[src/rtl/cpu_ctrl_pkg.sv]
// Shared types and encodings for the multi-cycle CPU control unit.
// HALT exists only when CTRL_ILLEGAL_TRAP_EN is defined.
package cpu_ctrl_pkg;

    typedef enum logic [2:0] {
        FETCH,
        DECODE,
        EXEC,
        ALU_WAIT,
        MEM,
        WB
`ifdef CTRL_ILLEGAL_TRAP_EN
        , HALT
`endif
    } state_e;

    localparam int unsigned OP_LO_W = 4;
    localparam int unsigned ALU_W   = 3;

    localparam logic [OP_LO_W-1:0] OP_ADD  = 4'd0;
    localparam logic [OP_LO_W-1:0] OP_SUB  = 4'd1;
    localparam logic [OP_LO_W-1:0] OP_MUL  = 4'd2;
    localparam logic [OP_LO_W-1:0] OP_DIV  = 4'd3;
    localparam logic [OP_LO_W-1:0] OP_ORI  = 4'd4;
    localparam logic [OP_LO_W-1:0] OP_NOR  = 4'd5;
    localparam logic [OP_LO_W-1:0] OP_NAND = 4'd6;
    localparam logic [OP_LO_W-1:0] OP_SW   = 4'd7;
    localparam logic [OP_LO_W-1:0] OP_LW   = 4'd8;
    localparam logic [OP_LO_W-1:0] OP_BLT  = 4'd9;

    localparam logic [ALU_W-1:0] ALU_ADD  = 3'b000;
    localparam logic [ALU_W-1:0] ALU_SUB  = 3'b001;
    localparam logic [ALU_W-1:0] ALU_MUL  = 3'b010;
    localparam logic [ALU_W-1:0] ALU_DIV  = 3'b011;
    localparam logic [ALU_W-1:0] ALU_ORI  = 3'b100;
    localparam logic [ALU_W-1:0] ALU_NOR  = 3'b101;
    localparam logic [ALU_W-1:0] ALU_NAND = 3'b110;
    localparam logic [ALU_W-1:0] MEM_ALU_CTR = 3'b000;

endpackage

[src/rtl/ctrl_op_class.sv]
// Combinational classification of the latched opcode into instruction classes
// and the matching ALU operation code.
module ctrl_op_class
    import cpu_ctrl_pkg::*;
#(
    parameter int unsigned OPC_W = 4
) (
    input  logic [OPC_W-1:0] op_q_i,
    output logic             is_r_o,
    output logic             is_muldiv_o,
    output logic             is_imm_o,
    output logic             is_lw_o,
    output logic             is_sw_o,
    output logic             is_blt_o,
    output logic             is_illegal_o,
    output logic [ALU_W-1:0] alu_ctr_o
);

    logic [OP_LO_W-1:0] op_lo;
    logic               hi_zero;

    // Any set bit above [3:0] makes the opcode illegal.
    assign op_lo   = op_q_i[OP_LO_W-1:0];
    assign hi_zero = ((op_q_i >> OP_LO_W) == OPC_W'(0));

    always_comb begin
        is_r_o       = 1'b0;
        is_muldiv_o  = 1'b0;
        is_imm_o     = 1'b0;
        is_lw_o      = 1'b0;
        is_sw_o      = 1'b0;
        is_blt_o     = 1'b0;
        is_illegal_o = 1'b0;
        alu_ctr_o    = MEM_ALU_CTR;
        if (!hi_zero) begin
            is_illegal_o = 1'b1;
        end else begin
            case (op_lo)
                OP_ADD:  begin is_r_o = 1'b1; alu_ctr_o = ALU_ADD; end
                OP_SUB:  begin is_r_o = 1'b1; alu_ctr_o = ALU_SUB; end
                OP_MUL:  begin is_r_o = 1'b1; is_muldiv_o = 1'b1; alu_ctr_o = ALU_MUL; end
                OP_DIV:  begin is_r_o = 1'b1; is_muldiv_o = 1'b1; alu_ctr_o = ALU_DIV; end
                OP_ORI:  begin is_imm_o = 1'b1; alu_ctr_o = ALU_ORI; end
                OP_NOR:  begin is_r_o = 1'b1; alu_ctr_o = ALU_NOR; end
                OP_NAND: begin is_r_o = 1'b1; alu_ctr_o = ALU_NAND; end
                OP_SW:   is_sw_o  = 1'b1;
                OP_LW:   is_lw_o  = 1'b1;
                OP_BLT:  is_blt_o = 1'b1;
                default: is_illegal_o = 1'b1;
            endcase
        end
    end

endmodule

[src/rtl/multicycle_control_unit.sv]
// Multi-cycle control FSM: fetch/decode/exec/alu-wait/mem/write-back sequencing.
// Define CTRL_ILLEGAL_TRAP_EN to trap illegal opcodes into a sticky HALT state.
module multicycle_control_unit
    import cpu_ctrl_pkg::*;
#(
    parameter int unsigned OPC_W     = 4,
    parameter bit          MULDIV_MC = 1'b1
) (
    input  logic             clk,
    input  logic             rst,
    input  logic [OPC_W-1:0] opcode,
    input  logic             mem_ready,
    input  logic             alu_done,
    input  logic             lt_flag,
    output logic             mem_read,
    output logic             mem_write,
    output logic             ir_load,
    output logic             pc_write,
    output logic             pc_src,
    output logic             reg_dst,
    output logic             alu_src,
    output logic             mem_to_reg,
    output logic             reg_write,
    output logic             ext_op,
    output logic             alu_start,
    output logic [ALU_W-1:0] alu_ctr,
    output logic             illegal_op
);

    state_e             state_q, state_d;
    logic [OPC_W-1:0]   op_q, op_d;
    logic               is_r, is_muldiv, is_imm, is_lw, is_sw, is_blt, is_illegal;
    logic [ALU_W-1:0]   cls_alu_ctr;
    logic               dp_en;

    ctrl_op_class #(.OPC_W(OPC_W)) u_op_class (
        .op_q_i       (op_q),
        .is_r_o       (is_r),
        .is_muldiv_o  (is_muldiv),
        .is_imm_o     (is_imm),
        .is_lw_o      (is_lw),
        .is_sw_o      (is_sw),
        .is_blt_o     (is_blt),
        .is_illegal_o (is_illegal),
        .alu_ctr_o    (cls_alu_ctr)
    );

    always_ff @(posedge clk) begin
        if (rst) begin
            state_q <= FETCH;
            op_q    <= '0;
        end else begin
            state_q <= state_d;
            op_q    <= op_d;
        end
    end

    // Next state and Mealy outputs; everything is forced low while rst is high.
    always_comb begin
        state_d    = state_q;
        op_d       = op_q;
        dp_en      = 1'b0;
        mem_read   = 1'b0;
        mem_write  = 1'b0;
        ir_load    = 1'b0;
        pc_write   = 1'b0;
        pc_src     = 1'b0;
        reg_write  = 1'b0;
        alu_start  = 1'b0;
        illegal_op = 1'b0;

        unique case (state_q)
            FETCH: begin
                mem_read = 1'b1;
                if (mem_ready) begin
                    ir_load  = 1'b1;
                    pc_write = 1'b1;
                    state_d  = DECODE;
                end
            end
            DECODE: begin
                op_d    = opcode;
                state_d = EXEC;
            end
            EXEC: begin
                dp_en = 1'b1;
                if (is_blt) begin
                    pc_write = lt_flag;
                    pc_src   = 1'b1;
                    state_d  = FETCH;
                end else if (is_lw || is_sw) begin
                    state_d = MEM;
                end else if (is_muldiv && MULDIV_MC) begin
                    alu_start = 1'b1;
                    state_d   = ALU_WAIT;
                end else if (is_illegal) begin
`ifdef CTRL_ILLEGAL_TRAP_EN
                    illegal_op = 1'b1;
                    state_d    = HALT;
`else
                    state_d    = FETCH;
`endif
                end else begin
                    state_d = WB;
                end
            end
            ALU_WAIT: begin
                dp_en = 1'b1;
                if (alu_done) state_d = WB;
            end
            MEM: begin
                dp_en     = 1'b1;
                mem_read  = is_lw;
                mem_write = !is_lw;
                if (mem_ready) state_d = is_lw ? WB : FETCH;
            end
            WB: begin
                dp_en     = 1'b1;
                reg_write = 1'b1;
                state_d   = FETCH;
            end
`ifdef CTRL_ILLEGAL_TRAP_EN
            HALT: state_d = HALT;
`endif
            default: state_d = FETCH;
        endcase

        // Datapath controls follow the latched instruction from EXEC to WB.
        reg_dst    = dp_en & is_r;
        alu_src    = dp_en & (is_imm | is_lw | is_sw);
        mem_to_reg = dp_en & is_lw;
        ext_op     = dp_en & (is_lw | is_sw);
        alu_ctr    = dp_en ? cls_alu_ctr : MEM_ALU_CTR;

        if (rst) begin
            mem_read   = 1'b0;
            mem_write  = 1'b0;
            ir_load    = 1'b0;
            pc_write   = 1'b0;
            pc_src     = 1'b0;
            reg_dst    = 1'b0;
            alu_src    = 1'b0;
            mem_to_reg = 1'b0;
            reg_write  = 1'b0;
            ext_op     = 1'b0;
            alu_start  = 1'b0;
            alu_ctr    = '0;
            illegal_op = 1'b0;
        end
    end

endmodule
[config.mk]
export PLATFORM = sky130hd
export DESIGN_NAME = multicycle_control_unit
export DESIGN_NICKNAME = d
export VERILOG_FILES = /design/src/rtl/cpu_ctrl_pkg.sv /design/src/rtl/ctrl_op_class.sv /design/src/rtl/multicycle_control_unit.sv
export SDC_FILE = /design/constraint.sdc
export NUM_CORES = 1
export LEC_CHECK = 0
export BUFFER_PORTS_ARGS = -buffer_cell sky130_fd_sc_hd__buf_2
export CAP_MARGIN = 5
export CORE_MARGIN = 2
export CORE_UTILIZATION = 43
export CTS_BUF_LIST = sky130_fd_sc_hd__clkbuf_4
export DETAILED_ROUTE_END_ITERATION = 8
export GPL_TIMING_DRIVEN = 0
export PLACE_DENSITY = 0.71
export RECOVER_POWER = 50
export SLEW_MARGIN = 20
export SYNTH_ARGS = -nofsm -noshare
export SYNTH_HDL_FRONTEND = slang
export SYNTH_HIERARCHICAL = 1
export SYNTH_SLANG_ARGS = --single-unit
[constraint.sdc]
create_clock -name clk -period 2.4 [get_ports clk]
set_clock_uncertainty 0.15 [all_clocks]
set_input_delay 0.36 -clock clk [delete_from_list [all_inputs] [get_ports clk]]
set_output_delay 0.36 -clock clk [all_outputs]
set_load 0.02 [all_outputs]
# Yosys cells after proc, flatten, opt, wreduce, memory -nomap -nowiden
# Index checks and enable logic that the tools add are counted.
op_classes:
  bitwise: 7
  muxes: 43
  reduce_logical: 9
  n_eq_ne: 17
op_table:
  columns: ["cell", "n"]
  rows:
  - ["$mux 3", 10]
  - ["$mux 1", 29]
  - ["$pmux 3 s6", 1]
  - ["$eq 4x3->1 const B", 4]
  - ["$pmux 3 s5", 1]
  - ["$reduce_or 10->1", 1]
  - ["$eq 4x2->1 const B", 2]
  - ["$eq 4x4->1 const B", 2]
  - ["$eq 3x2->1 const B", 2]
  - ["$eq 3x3->1 const B", 2]
  - ["$ne 2x2->1 const B", 3]
  - ["$reduce_or 6->1", 1]
  - ["$and 1x1->1", 4]
  - ["$eq 4x1->1 const B", 1]
  - ["$logic_not 4->1", 1]
  - ["$pmux 1 s2", 2]
  - ["$reduce_or 4->1", 1]
  - ["$eq 3x1->1 const B", 1]
  - ["$logic_not 3->1", 1]
  - ["$or 1x1->1", 3]
  - ["$reduce_and 3->1", 1]
  - ["$reduce_or 2->1", 1]
  - ["$logic_not 1->1", 1]
  - ["$logic_or 1x1->1", 1]
totals:
  input_bits: 9
  reg_bits: 7
  out_inout_bits: 15
  word_cells: 78

# Logic depth before layout (Yosys ltp)
# Gate-level depths: netlist of run 1.
depth:
  depth_word: 8
  mapped_depth: 7
  mapped_depth_nobuf: 6

# Cells and area by module
# The synthesis of run 1 kept the hierarchy.
by_module_without_submodules:
  columns: ["module", "cells_each", "instances", "area_per_inst_um2"]
  rows:
  - ["multicycle_control_unit", 67, 1, 540.5]
  - ["ctrl_op_class", 17, 1, 92.6]

# Worst setup path after synthesis of run 1
# Ideal clock, no wire load.
synth_timing:
  path_kind: "register -> output"
  start: "reg op_q[1]"
  end: "out mem_read"
  slack_ps: -190
  stages_incl_launch_ff: 6
  t_arrival_ps: 2080
  required_ps: 1890
  path_cell_list: "dfxtp_1 -> clkbuf_2 -> nor2_1 -> and3_1 -> inv_1 -> a2111oi_0"
synth_between:
  elab_chain_len: 4
synth_rtl:
  columns: ["item", "line", "source"]
  rows:
  - ["from (decl)", "multicycle_control_unit.sv:31", "logic [OPC_W-1:0] op_q, op_d;"]
  - ["from (signal assigned)", "multicycle_control_unit.sv:54", "op_q <= op_d;"]
  - ["$eq 4x4->1", "ctrl_op_class.sv:38", "case (op_lo)"]
  - ["$mux 1", "ctrl_op_class.sv:38", null]
  - ["net is_lw", "multicycle_control_unit.sv:32", "logic is_r, is_muldiv, is_imm, is_lw, is_sw, is_blt, is_illegal;"]
  - ["$pmux 1 s2", "multicycle_control_unit.sv:72", "unique case (state_q)"]
  - ["$mux 1", "multicycle_control_unit.sv:135", "if (rst) begin"]
  - ["to (decl)", "multicycle_control_unit.sv:15", "output logic mem_read,"]
# The timed path passes the listed nets, and every way through them passes these cells.

# Final worst setup path of run 1
layout_timing:
  start: "reg op_q[1]"
  end: "out alu_start"
layout_between:
  word_cells_on_any_way: 16
  classes_between: "eq/ne (5); mux (9); reduce/logical (2)"
layout_rtl:
  columns: ["item", "line", "source"]
  rows:
  - ["$eq 4x4->1", "ctrl_op_class.sv:38", null]
  - ["$mux 1", "ctrl_op_class.sv:38", null]
  - ["net is_blt", "multicycle_control_unit.sv:32", null]
  - ["$mux 1", "multicycle_control_unit.sv:87", "if (is_blt) begin"]
  - ["$mux 1", "multicycle_control_unit.sv:72", null]
  - ["$mux 1", "multicycle_control_unit.sv:135", null]
  - ["to (decl)", "multicycle_control_unit.sv:25", "output logic alu_start,"]
# The timed path passes the listed nets, and every way through them passes these cells.

==> parameters.txt, run 1 <==
Parameter                              Value

Yosys
  FFs w/ async S/R, synth    0%
  Share of the yosys chip area belonging to registers    22.1%
  Avg Inst Size Synth    7.54 um^2
  Synthesized area    between 600 and 700 um^2
  Synthesized instance count    84
  Post-synthesis sequential element count    7
  Number of warnings printed during yosys synthesis    6
  Post-synthesis cell type with the largest combined area    dfxtp_1
  Area share of the leading cell type in the synthesized netlist    between 20% and 30%
  Distinct cells, synth    39
  Number of enable flip-flop cells after synthesis    0
  Mapped Nets    93
  Leading post-synthesis cells by cell area    dfxtp_1 22%, nor2_1 7.1%, nand2b_1 6.9%
  Top_reg_cell synth    dfxtp_1

GRT
  Initial antenna violation count    0
  GRT Util Overall    16.3%
  Overflow left after global routing    0
  Largest net degree at the start of global routing    11
  Vias in the first global route    588
  Wire length of the first global-routing pass    2310 um

CTS
  CTS buffer count    3
  Number of H-tree levels    1
  Clock latency of the later-clocked register in the worst-skew pair    0.25 ns
  Hold Buf Count CTS    0
  Maximum buffer depth of the clock tree    2
  Total number of clock tree sinks    7
  TritonCTS clock tree    done
  Clock tree root driver cell    clkbuf_4
  Clock slew seen by the registers of the worst setup and hold paths    0.05 ns

Worst setup path
  Type of destination of the critical path    output pin
  Crit path cell chain    buf_8 -> nor2_4 -> and3_4 -> or4b_4 -> nor3_4 -> nand2_1 -> nor2_1 -> buf_4
  Critical path class    reg -> out
  Critical Path Slowest Stage Cell    or4b_4
  Critical path data required time    about 1.9 ns
  Worst Reg-to-Reg Cells    5
  Max incr delay on CP    around 0.50 ns
  Category of the worst setup path launch point    flop
  Worst endpoint data arrival time    around 1.8 ns
  Biggest fanout along the worst timing path    2

Route
  Pre-Repair DR Iteration Count    4
  Count of routing violations after the opening detailed-route iteration    15
  Drc violations    0
  Vias per std cell    about 5.2
  WL/cell    about 11 um
  Detailed-route via count    676
  Aggregate routed wire length    between 1000 and 1500 um
  Routed Antenna Nets    0

Finish
  Fraction of final layout cells sized beyond drive strength 1    roughly two fifths
  Commonest non-fill, non-tap cell in the layout    buf_2
  P&R area growth vs syn    35.6%
  N_diodes    0
  Commonest cells after routing, fill and taps aside    22 x buf_2, 11 x nor2_1, 7 x nand2b_1, 7 x buf_4, 6 x a21oi_1
  Multi-input gate area    457 um^2
  Sequential cell area    145 um^2
  Layout Nets    125
  Fillcell total    130
  Fin area    858 um^2

Placed design
  Cell area reported after detailed placement    763 um^2
  Dpl ws    approximately 0.096 ns
  Final Wtd Congestion    0.736
  Number of buffers added on ports    22
  Post-DP HPWL    1090 um

Power
  Share of total power in sequential cells    29.7%
  Cell-internal power    0.347 mW
  Total power divided by cell area    661 nW/um^2
  Max VDD drop    0.423 mV
  Static leakage    approximately 0.39 nW
  Power share of the clock group    between 20 and 25%
  Switching share of total power    38.9%
  Combinational fraction of design power    approximately half
  Net Sw Power    0.221 mW

Die
  Total Die Area    around 1800 um^2
  Num rows    13
  IO Count    24
  Die height    42.4 um
  Effective utilization at floorplan    47.5%
  Area inside the core boundary    1330 um^2
  Die boundary width    42.4 um

Timing
  RSZ-0062 raised after global routing    true
  Final Hold Viols    0
  Worst slew margin relative to its limit    between 50% and 60%
  Final WS setup    ~0.055 ns
  Clock period minus worst slack    2.34 ns
  Number of slew-limit violations in the final report    0
  Final critical-path share of the clock period    97.7%
  Achievable frequency    0.427 GHz
  Worst slew pin tran    0.681 ns
  Count of final setup violators    0

Job
  Max Cap Violations    0

Worst hold path
  Hold WC Path Type    in -> reg
  Number of cells on the worst hold path    3

Status
  Outcome    finished, final reports clean
[through the flow]
step           power, mW  std cells  TNS [ns]  util, %  hold WS, ns
6_report           0.567        130         0     64.4        0.197
3_3_place_gp       0.412        121         0     57.2        0.326
2_1_floorplan      0.360         84         0        -        0.309
5_1_grt            0.611        130   -0.0188     64.4        0.209
3_5_place_dp       0.418        121         0     57.2        0.335
4_1_cts            0.564        129   -0.0605     63.7        0.192
[cells by family after synthesis]
| family | count (synthesis) | share of synthesized area, % |
|---|---|---|
| AO/OA/AOI/OAI | 18 | 19.8 |
| XOR/XNOR | 2 | 2.77 |
| buffers and inverters | 9 | 7.71 |
| flip-flops | 7 | 22.1 |
| multiplexers | 4 | 6.32 |
| other | 1 | 0.592 |
| AND/OR/NAND/NOR | 43 | 40.7 |
[power by group through the flow]
| stage | sequential [mW] | combinational [mW] | clock [mW] |
|---|---|---|---|
| 2_1_floorplan | 0.157 | 0.203 | 0 |
| 3_3_place_gp | 0.164 | 0.248 | 0 |
| 3_5_place_dp | 0.165 | 0.254 | 0 |
| 4_1_cts | 0.166 | 0.279 | 0.119 |
| 5_1_grt | 0.172 | 0.309 | 0.130 |
| 6_report | 0.168 | 0.283 | 0.116 |
[registers in the layout, indices dropped and copies added, names as in the netlist]
signal,cells
op_q,4
state_q,3
[repair_timing]
item                       in CTS  in global routing
gates cloned                    0                  0
resized for setup               9                  3
buffers inserted                4                  1
pin swaps                       3                  2
setup endpoints to repair       2                  2
[critical path: cells and delay by family (launching register included)]
family / cells / cell delay, ns
AND/OR/NAND/NOR: 6 / 1.01
buffers and inverters: 2 / 0.25
flip-flops: 1 / 0.34
[layer usage]
metal  track usage (%)  part of all wire [%]  up-vias
met5                 0                     0        -
met2              29.5                    48       17
met1              19.8                    47      298
met4              5.63                   1.2        0
li1                  -                     -      359
met3              1.29                   4.0        2
[cell type report]
class	count	share of cell area (%)
multi-input cells	68	53.2
well taps	15	2.19
plain buffers	6	5.39
inverters	3	1.31
flip-flops and latches	7	16.9
clock buffers	4	3.50
repair buffers	27	17.5
[final timing paths]
kind,slack [ns],to,startpoint
worst min register to register,0.45,op_q[1],op_q[1]
worst max register to register,0.34,op_q[2],state_q[0]
worst min-delay path,0.20,op_q[1],opcode[1]
worst max-delay path,0.06,alu_start,op_q[1]
[cell usage after synthesis, drive strengths merged, types with 2 or more instances]
master / n
or3: 3
nor2: 12
dfxtp: 7
o21ai: 2
buf: 4
mux2i: 4
nor4b: 2
clkbuf: 2
and3: 2
a21oi: 6
nor3: 3
o22ai: 2
nor2b: 3
nand2: 3
and2: 5
nand2b: 7
inv: 3
Power figures use the tool's default switching activity.
==> inputs of run 2 (changes only) <==
--- a/config.mk
+++ b/config.mk
@@ -5,11 +5,12 @@
 export SDC_FILE = /design/constraint.sdc
 export NUM_CORES = 1
 export LEC_CHECK = 0
-export BUFFER_PORTS_ARGS = -buffer_cell sky130_fd_sc_hd__buf_2
+export BUFFER_PORTS_ARGS = -buffer_cell sky130_fd_sc_hd__buf_4
 export CAP_MARGIN = 5
 export CORE_MARGIN = 2
 export CORE_UTILIZATION = 43
 export CTS_BUF_LIST = sky130_fd_sc_hd__clkbuf_4
+export CTS_CLUSTER_DIAMETER = 60
 export DETAILED_ROUTE_END_ITERATION = 8
 export GPL_TIMING_DRIVEN = 0
 export PLACE_DENSITY = 0.71
==> run 2 against run 1 <==
Sequential power about the same. Clock power about the same. Largest power group unchanged. Design area up 3.6%. Critical path depth down 1. Global-route usage up 1.1 points. Largest cell class unchanged. Combinational power about the same. Worst hold slack worse by 0.0080 ns.
==> parameters.txt, run 2 (synthesized netlist as in run 1, its figures left out) <==
Parameter                              Value

Die
  Die boundary width    42.4 um (unchanged)
  Die height    42.4 um (unchanged)
  Total Die Area    1800 um^2 (unchanged)
  IO Count    24 (unchanged)
  Area inside the core boundary    1330 um^2 (unchanged)
  Num rows    13 (unchanged)
  Effective utilization at floorplan    47.5% (unchanged)

Finish
  N_diodes    0 (unchanged)
  Commonest non-fill, non-tap cell in the layout    buf_4
  Commonest cells after routing, fill and taps aside    26 x buf_4, 11 x nor2_1, 7 x nand2b_1, 6 x a21oi_1
  Layout Nets    124 (-0.80%)
  Fraction of final layout cells sized beyond drive strength 1    37.7% (-1.4 points)
  Biggest registers after layout    op_q (4), state_q (3)
  P&R area growth vs syn    40.5%
  Largest register FFs    4 (unchanged)
  Fin area    890 um^2 (+3.6%)
  Register name with the most flops    op_q
  Fillcell total    133 (+2.3%)

Timing
  Final Hold Viols    0 (unchanged)
  Count of final setup violators    0 (unchanged)
  Accumulated negative setup slack    0 ns (unchanged)
  Final critical-path share of the clock period    96.8% (-0.94 points)
  Worst slew margin relative to its limit    54.2% (-0.058 points)
  Achievable frequency    0.431 GHz (+0.97%)
  Number of slew-limit violations in the final report    0 (unchanged)
  Final hold slack    0.189 ns (-0.00804 ns)
  RSZ-0062 raised after global routing    false
  Worst slew pin tran    0.682 ns (+0.000868 ns)
  Clock period minus worst slack    2.32 ns (-0.0225 ns)

Worst setup path
  Critical path class    reg -> out
  Critical Path Slowest Stage Cell    or4b_4
  Category of the worst setup path launch point    flop
  Type of destination of the critical path    output pin
  Biggest fanout along the worst timing path    7 (+5)
  Max incr delay on CP    0.50 ns (about the same)
  Largest delay share family, worst path    simple AND/OR/NAND/NOR gates
  Crit path cell chain    nor2_4 -> and3_4 -> or4b_4 -> nor3_4 -> nand2_1 -> nor2_1 -> buf_4
  Buf/Inv on CP    1 (-1)
  Worst endpoint data arrival time    1.81 ns (-0.02 ns)
  Number of cells on the critical path    7 (-1)
  Critical path data required time    1.89 ns (about the same)
  Worst Reg-to-Reg Cells    5 (unchanged)

GRT
  Vias in the first global route    553 (-6.0%)
  Initial antenna violation count    0 (unchanged)
  Wire length of the first global-routing pass    2420 um (+4.8%)
  Largest net degree at the start of global routing    11 (unchanged)
  GRT Util Overall    17.3% (+1.1 points)
  Overflow left after global routing    0 (unchanged)

CTS
  Total number of clock tree sinks    7 (unchanged)
  CTS buffer count    3 (unchanged)
  Clock latency of the later-clocked register in the worst-skew pair    0.25 ns (about the same)
  Number of H-tree levels    1 (unchanged)
  Clock slew seen by the registers of the worst setup and hold paths    0.05 ns (about the same)
  Maximum buffer depth of the clock tree    2 (unchanged)
  TritonCTS clock tree    done
  Clock tree root driver cell    clkbuf_4

Power
  Switching share of total power    38.2% (-0.63 points)
  Total power divided by cell area    634 nW/um^2 (-4.1%)
  Net Sw Power    0.216 mW (-2.2%)
  Combinational fraction of design power    50.0% (about the same)
  Max VDD drop    0.414 mV (-2.0%)
  Share of total power in sequential cells    29.7% (about the same)
  Static leakage    0.379 nW (-1.6%)
  Cell-internal power    0.348 mW (+0.39%)
  Power share of the clock group    20.3% (about the same)

Route
  Count of routing violations after the opening detailed-route iteration    13 (-2)
  Routed Antenna Nets    0 (unchanged)
  Aggregate routed wire length    1470 um (-0.14%)
  Pre-Repair DR Iteration Count    4 (unchanged)
  Detailed-route via count    674 (-0.30%)
  Vias per std cell    5.22 (+0.48%)
  WL/cell    11.4 um (+0.64%)
  Drc violations    0 (unchanged)

Placed design
  Final Wtd Congestion    0.810 (+10%)
  Number of buffers added on ports    22 (unchanged)
  Cell area reported after detailed placement    818 um^2 (+7.2%)
  Post-DP HPWL    1110 um (+1.9%)

Job
  Max Cap Violations    0 (unchanged)

Worst hold path
  Number of cells on the worst hold path    2 (-1)
  Hold WC Path Type    in -> reg

Status
  Outcome    finished, final reports clean
run 2: changes by cell type in the layout (fill, tap and decap cells not counted), sizes merged:
cell / before / now
clkbuf: 6 / 8
buf: 31 / 28
run 2: final cells by class:
| cell class | instances | area, um^2 | area share, % |
|---|---|---|---|
| Sequential cell | 7 | 145 | 16.3 |
| Clock buffer | 4 | 30.0 | 3.38 |
| Tap cell | 15 | 18.8 | 2.11 |
| Buffer | 5 | 31.3 | 3.52 |
| Multi-Input combinational cell | 68 | 458 | 51.5 |
| Timing Repair Buffer | 27 | 195 | 21.9 |
| Inverter | 3 | 11.3 | 1.27 |
run 2: worst register-to-register path, delay by kind of cell, from the launching register on:
family / cells / cell delay, ns
buffers and inverters: 2 / 0.53
muxes: 1 / 0.26
and+or+nand+nor: 2 / 0.60
DFF: 1 / 0.36
run 2: repair_timing:
action | CTS | global route
pin swaps | 3 | 2
gates resized for setup | 8 | 2
setup endpoints to repair | 2 | 2
setup buffers | 4 | 1
hold buffers | 0 | 0
run 2: stage by stage:
step                      util, %  total power [mW]  cells  setup WS (ns)
final                        66.7             0.564    129         0.0779
after global routing         66.7             0.611    129         0.0108
after CTS                    67.6             0.574    129        -0.0735
after detailed placement     61.4             0.429    121         0.0987
after global placement       61.4             0.426    121          0.105
after floorplan                 -             0.360     84         0.0516
run 2: final timing paths:
kind	slack [ns]	startpoint	end
min	0.19	mem_ready	state_q[2]
max reg2reg	0.37	state_q[0]	op_q[0]
min reg2reg	0.40	op_q[1]	op_q[1]
max	0.08	op_q[2]	alu_start
run 2: power groups by stage:
stage	registers (mW)	clock network, mW	logic (mW)
after detailed placement	0.164	0	0.265
after global placement	0.164	0	0.262
after CTS	0.165	0.118	0.291
after floorplan	0.157	0	0.203
after global routing	0.173	0.126	0.312
final	0.167	0.115	0.282
run 2: routing by layer:
layer	track usage (%)	part of all wire [%]	vias to the layer above	wire (um)
met5	0	0	-	0
met4	7.50	1.3	0	19
met3	1.29	3.9	2	57
met2	28.6	47	17	690
met1	23.0	48	301	705
li1	-	-	354	-
==> inputs of run 3 (changes only) <==
--- a/config.mk
+++ b/config.mk
@@ -7,16 +7,14 @@
 export LEC_CHECK = 0
 export BUFFER_PORTS_ARGS = -buffer_cell sky130_fd_sc_hd__buf_4
 export CAP_MARGIN = 5
-export CORE_MARGIN = 2
+export CORE_MARGIN = 4
 export CORE_UTILIZATION = 43
 export CTS_BUF_LIST = sky130_fd_sc_hd__clkbuf_4
 export CTS_CLUSTER_DIAMETER = 60
 export DETAILED_ROUTE_END_ITERATION = 8
-export GPL_TIMING_DRIVEN = 0
-export PLACE_DENSITY = 0.71
+export PLACE_DENSITY = 0.73
 export RECOVER_POWER = 50
 export SLEW_MARGIN = 20
 export SYNTH_ARGS = -nofsm -noshare
 export SYNTH_HDL_FRONTEND = slang
-export SYNTH_HIERARCHICAL = 1
 export SYNTH_SLANG_ARGS = --single-unit
==> run 3 against run 2 <==
Design area down 14%. Synthesized cell count decreased by 9.5%. Die area grew 13%. Area after synthesis fell by 6.9%. Sequential share of layout area increased by 2.4 points. Highest routed layer unchanged. Largest power group is now sequential cells. Via count shrank 13%. Sequential power down 14%. Critical path type unchanged.
==> parameters.txt, run 3 <==
Parameter                              Value

Finish
  Commonest non-fill, non-tap cell in the layout    buf_4
  Post-Route Utilization    58.5% (-8.2 points)
  Commonest cells after routing, fill and taps aside    21 x buf_4, 10 x nor2_1, 8 x nand2_1, 5 x dfxtp_1
  Final cell count without fillers    110 (-15%)
  Layout Nets    105 (-15%)
  Register name with the most flops    op_q
  Fin area    761 um^2 (-14%)
  N_diodes    0 (unchanged)
  Fraction of final layout cells sized beyond drive strength 1    31.6% (-6.1 points)
  P&R area growth vs syn    29.1%
  Largest register FFs    4 (unchanged)
  Biggest registers after layout    op_q (4), state_q (3)
  Fillcell total    135 (+1.5%)

GRT
  Largest net degree at the start of global routing    16 (+5)
  Wire length of the first global-routing pass    2400 um (-0.83%)
  Met2 GRT Util    25.1% (-3.5 points)
  Overflow left after global routing    0 (unchanged)
  Global-route met1 utilization    20.5% (-2.4 points)
  Vias in the first global route    544 (-1.6%)
  Met3 track utilization from global routing    5.98% (+4.7 points)
  GRT Util Overall    16.4% (-0.94 points)
  Global-route layer with the greatest usage    met2
  Initial antenna violation count    0 (unchanged)

Timing
  Final Hold Viols    0 (unchanged)
  Number of slew-limit violations in the final report    0 (unchanged)
  Final WS setup    0.0676 ns (-0.0103 ns)
  Clock period minus worst slack    2.33 ns (+0.0103 ns)
  Worst slew pin tran    0.748 ns (+0.0662 ns)
  Achievable frequency    0.429 GHz (-0.44%)
  RSZ-0062 raised after global routing    false
  Final hold slack    0.200 ns (+0.0113 ns)
  Worst slew margin relative to its limit    50.0% (-4.2 points)
  Final critical-path share of the clock period    97.2% (+0.43 points)
  Accumulated negative setup slack    0 ns (unchanged)
  Count of final setup violators    0 (unchanged)

Yosys
  Synthesized instance count    76 (-9.5%)
  Avg Inst Size Synth    7.75 um^2 (+2.9%)
  FFs w/ async S/R, synth    0% (unchanged)
  Top cell types by occurrence after synthesis    10 x nor2_1, 8 x nand2_1, 7 x dfxtp_1
  Number of warnings printed during yosys synthesis    0 (-6)
  Synthesized area    589 um^2 (-6.9%)
  Distinct cells, synth    37 (-5.1%)
  Share of the yosys chip area belonging to registers    23.8% (+1.6 points)
  Area share of the leading cell type in the synthesized netlist    23.8% (+1.6 points)
  Post-synthesis sequential element count    7 (unchanged)
  Number of enable flip-flop cells after synthesis    0 (unchanged)
  Post-synthesis cell type with the largest combined area    dfxtp_1
  Top_reg_cell synth    dfxtp_1
  Library cell with the highest instance count after synthesis    nor2_1
  Mapped Nets    85 (-8.6%)
  Leading post-synthesis cells by cell area    dfxtp_1 24%, mux2i_1 6.8%, nor2_1 6.4%

Status
  Outcome    finished, final reports clean

Power
  Cell-internal power    0.251 mW (-28%)
  Net Sw Power    0.117 mW (-46%)
  Power share of the clock group    33.0% (+13 points)
  Total power divided by cell area    483 nW/um^2 (-24%)
  Max VDD drop    0.222 mV (-47%)
  Combinational fraction of design power    27.7% (-22 points)
  Switching share of total power    31.7% (-6.5 points)
  Static leakage    0.319 nW (-16%)
  Share of total power in sequential cells    39.3% (+9.6 points)
  Overall power consumption    0.367 mW (-35%)

Placed design
  Number of buffers added on ports    22 (unchanged)
  Post-DP HPWL    1070 um (-3.7%)
  Total instance count after detailed placement    106 (-12%)
  Dpl ws    0.277 ns (+0.178 ns)
  Cell area reported after detailed placement    739 um^2 (-9.6%)
  Final Wtd Congestion    0.707 (-13%)

Route
  Detailed-route via count    586 (-13%)
  WL/cell    13.6 um (+19%)
  Aggregate routed wire length    1490 um (+1.4%)
  Pre-Repair DR Iteration Count    4 (unchanged)
  Routed Antenna Nets    0 (unchanged)
  Drc violations    0 (unchanged)
  Vias per std cell    5.33 (+2.0%)
  Count of routing violations after the opening detailed-route iteration    12 (-1)

Die
  Total Die Area    2030 um^2 (+13%)
  Area inside the core boundary    1300 um^2 (-2.4%)
  Die height    45.0 um (+6.3%)
  Effective utilization at floorplan    45.3% (-2.2 points)
  Die boundary width    45.0 um (+6.3%)
  Num rows    13 (unchanged)
  IO Count    24 (unchanged)

CTS
  TritonCTS clock tree    done
  Hold Buf Count CTS    0 (unchanged)
  Post-CTS Setup Repair Bufs    0 (-4)
  Clock latency of the later-clocked register in the worst-skew pair    0.25 ns (about the same)
  Maximum buffer depth of the clock tree    2 (unchanged)
  PostCTS Resize Cnt    1 (-7)
  Clock slew seen by the registers of the worst setup and hold paths    0.05 ns (about the same)
  Number of H-tree levels    1 (unchanged)
  CTS buffer count    3 (unchanged)
  Total number of clock tree sinks    7 (unchanged)
  Clock tree root driver cell    clkbuf_4

Worst setup path
  R2R Path End    op_q[3]
  Worst R2R Start    state_q[0]
  Critical path data required time    1.89 ns (about the same)
  Reg2reg setup slack    0.56 ns (+0.19 ns)
  Worst Reg-to-Reg Cells    3 (-2)
  Endpoint of the most critical setup path    mem_read
  Worst Setup SP    op_q[2]
  Type of destination of the critical path    output pin
  Biggest fanout along the worst timing path    12 (+5)
  Critical path class    reg -> out
  Category of the worst setup path launch point    flop
  Worst endpoint data arrival time    1.82 ns (about the same)

Worst hold path
  Hold WC Path Type    in -> reg

Job
  Max Cap Violations    0 (unchanged)
## run 3: cell families after synthesis
kind of cell / share of synthesized area, %
simple gates: 37.8
compound gates: 17.6
buf+inv: 8.92
flops: 23.8
mux: 6.79
xor+xnor: 4.46
other cells: 0.636
## run 3: power by group through the flow
| stage | clock [mW] | combinational, mW | sequential, mW |
|---|---|---|---|
| floorplan | 0 | 0.0869 | 0.129 |
| global placement | 0 | 0.101 | 0.144 |
| detailed placement | 0 | 0.102 | 0.145 |
| CTS | 0.121 | 0.103 | 0.143 |
| global route | 0.130 | 0.113 | 0.146 |
| finish | 0.121 | 0.102 | 0.144 |
## run 3: worst max-delay path, stage by stage, from the launching register on
cell and delay [ns]:
dfxtp_1 0.42, or4b_4 0.61, a2111oi_4 0.35, buf_4 0.19
## run 3: area by class of cell
class	instances	area (um^2)	area share, %
clock buffer	4	30.0	3.95
multi-input combinational	59	397	52.1
timing repair buffer	24	169	22.2
tap	15	18.8	2.47
sequential	7	143	18.8
inverter	1	3.75	0.493
## run 3: worst min-delay path by stage
stage,cells after the start,endpoint,start
4_1_cts,3,op_q[1],opcode[1]
5_1_grt,3,op_q[1],opcode[1]
3_5_place_dp,3,op_q[1],opcode[1]
2_1_floorplan,2,op_q[3],opcode[3]
3_3_place_gp,3,op_q[1],opcode[1]
6_report,3,op_q[0],opcode[0]
## run 3: routing by layer
layer	wire length, um	vias to the layer above	share of wire [%]
met5	0	-	0
met4	10	0	0.67
met3	145	2	9.7
met2	674	21	45
met1	660	260	44
li1	-	303	-
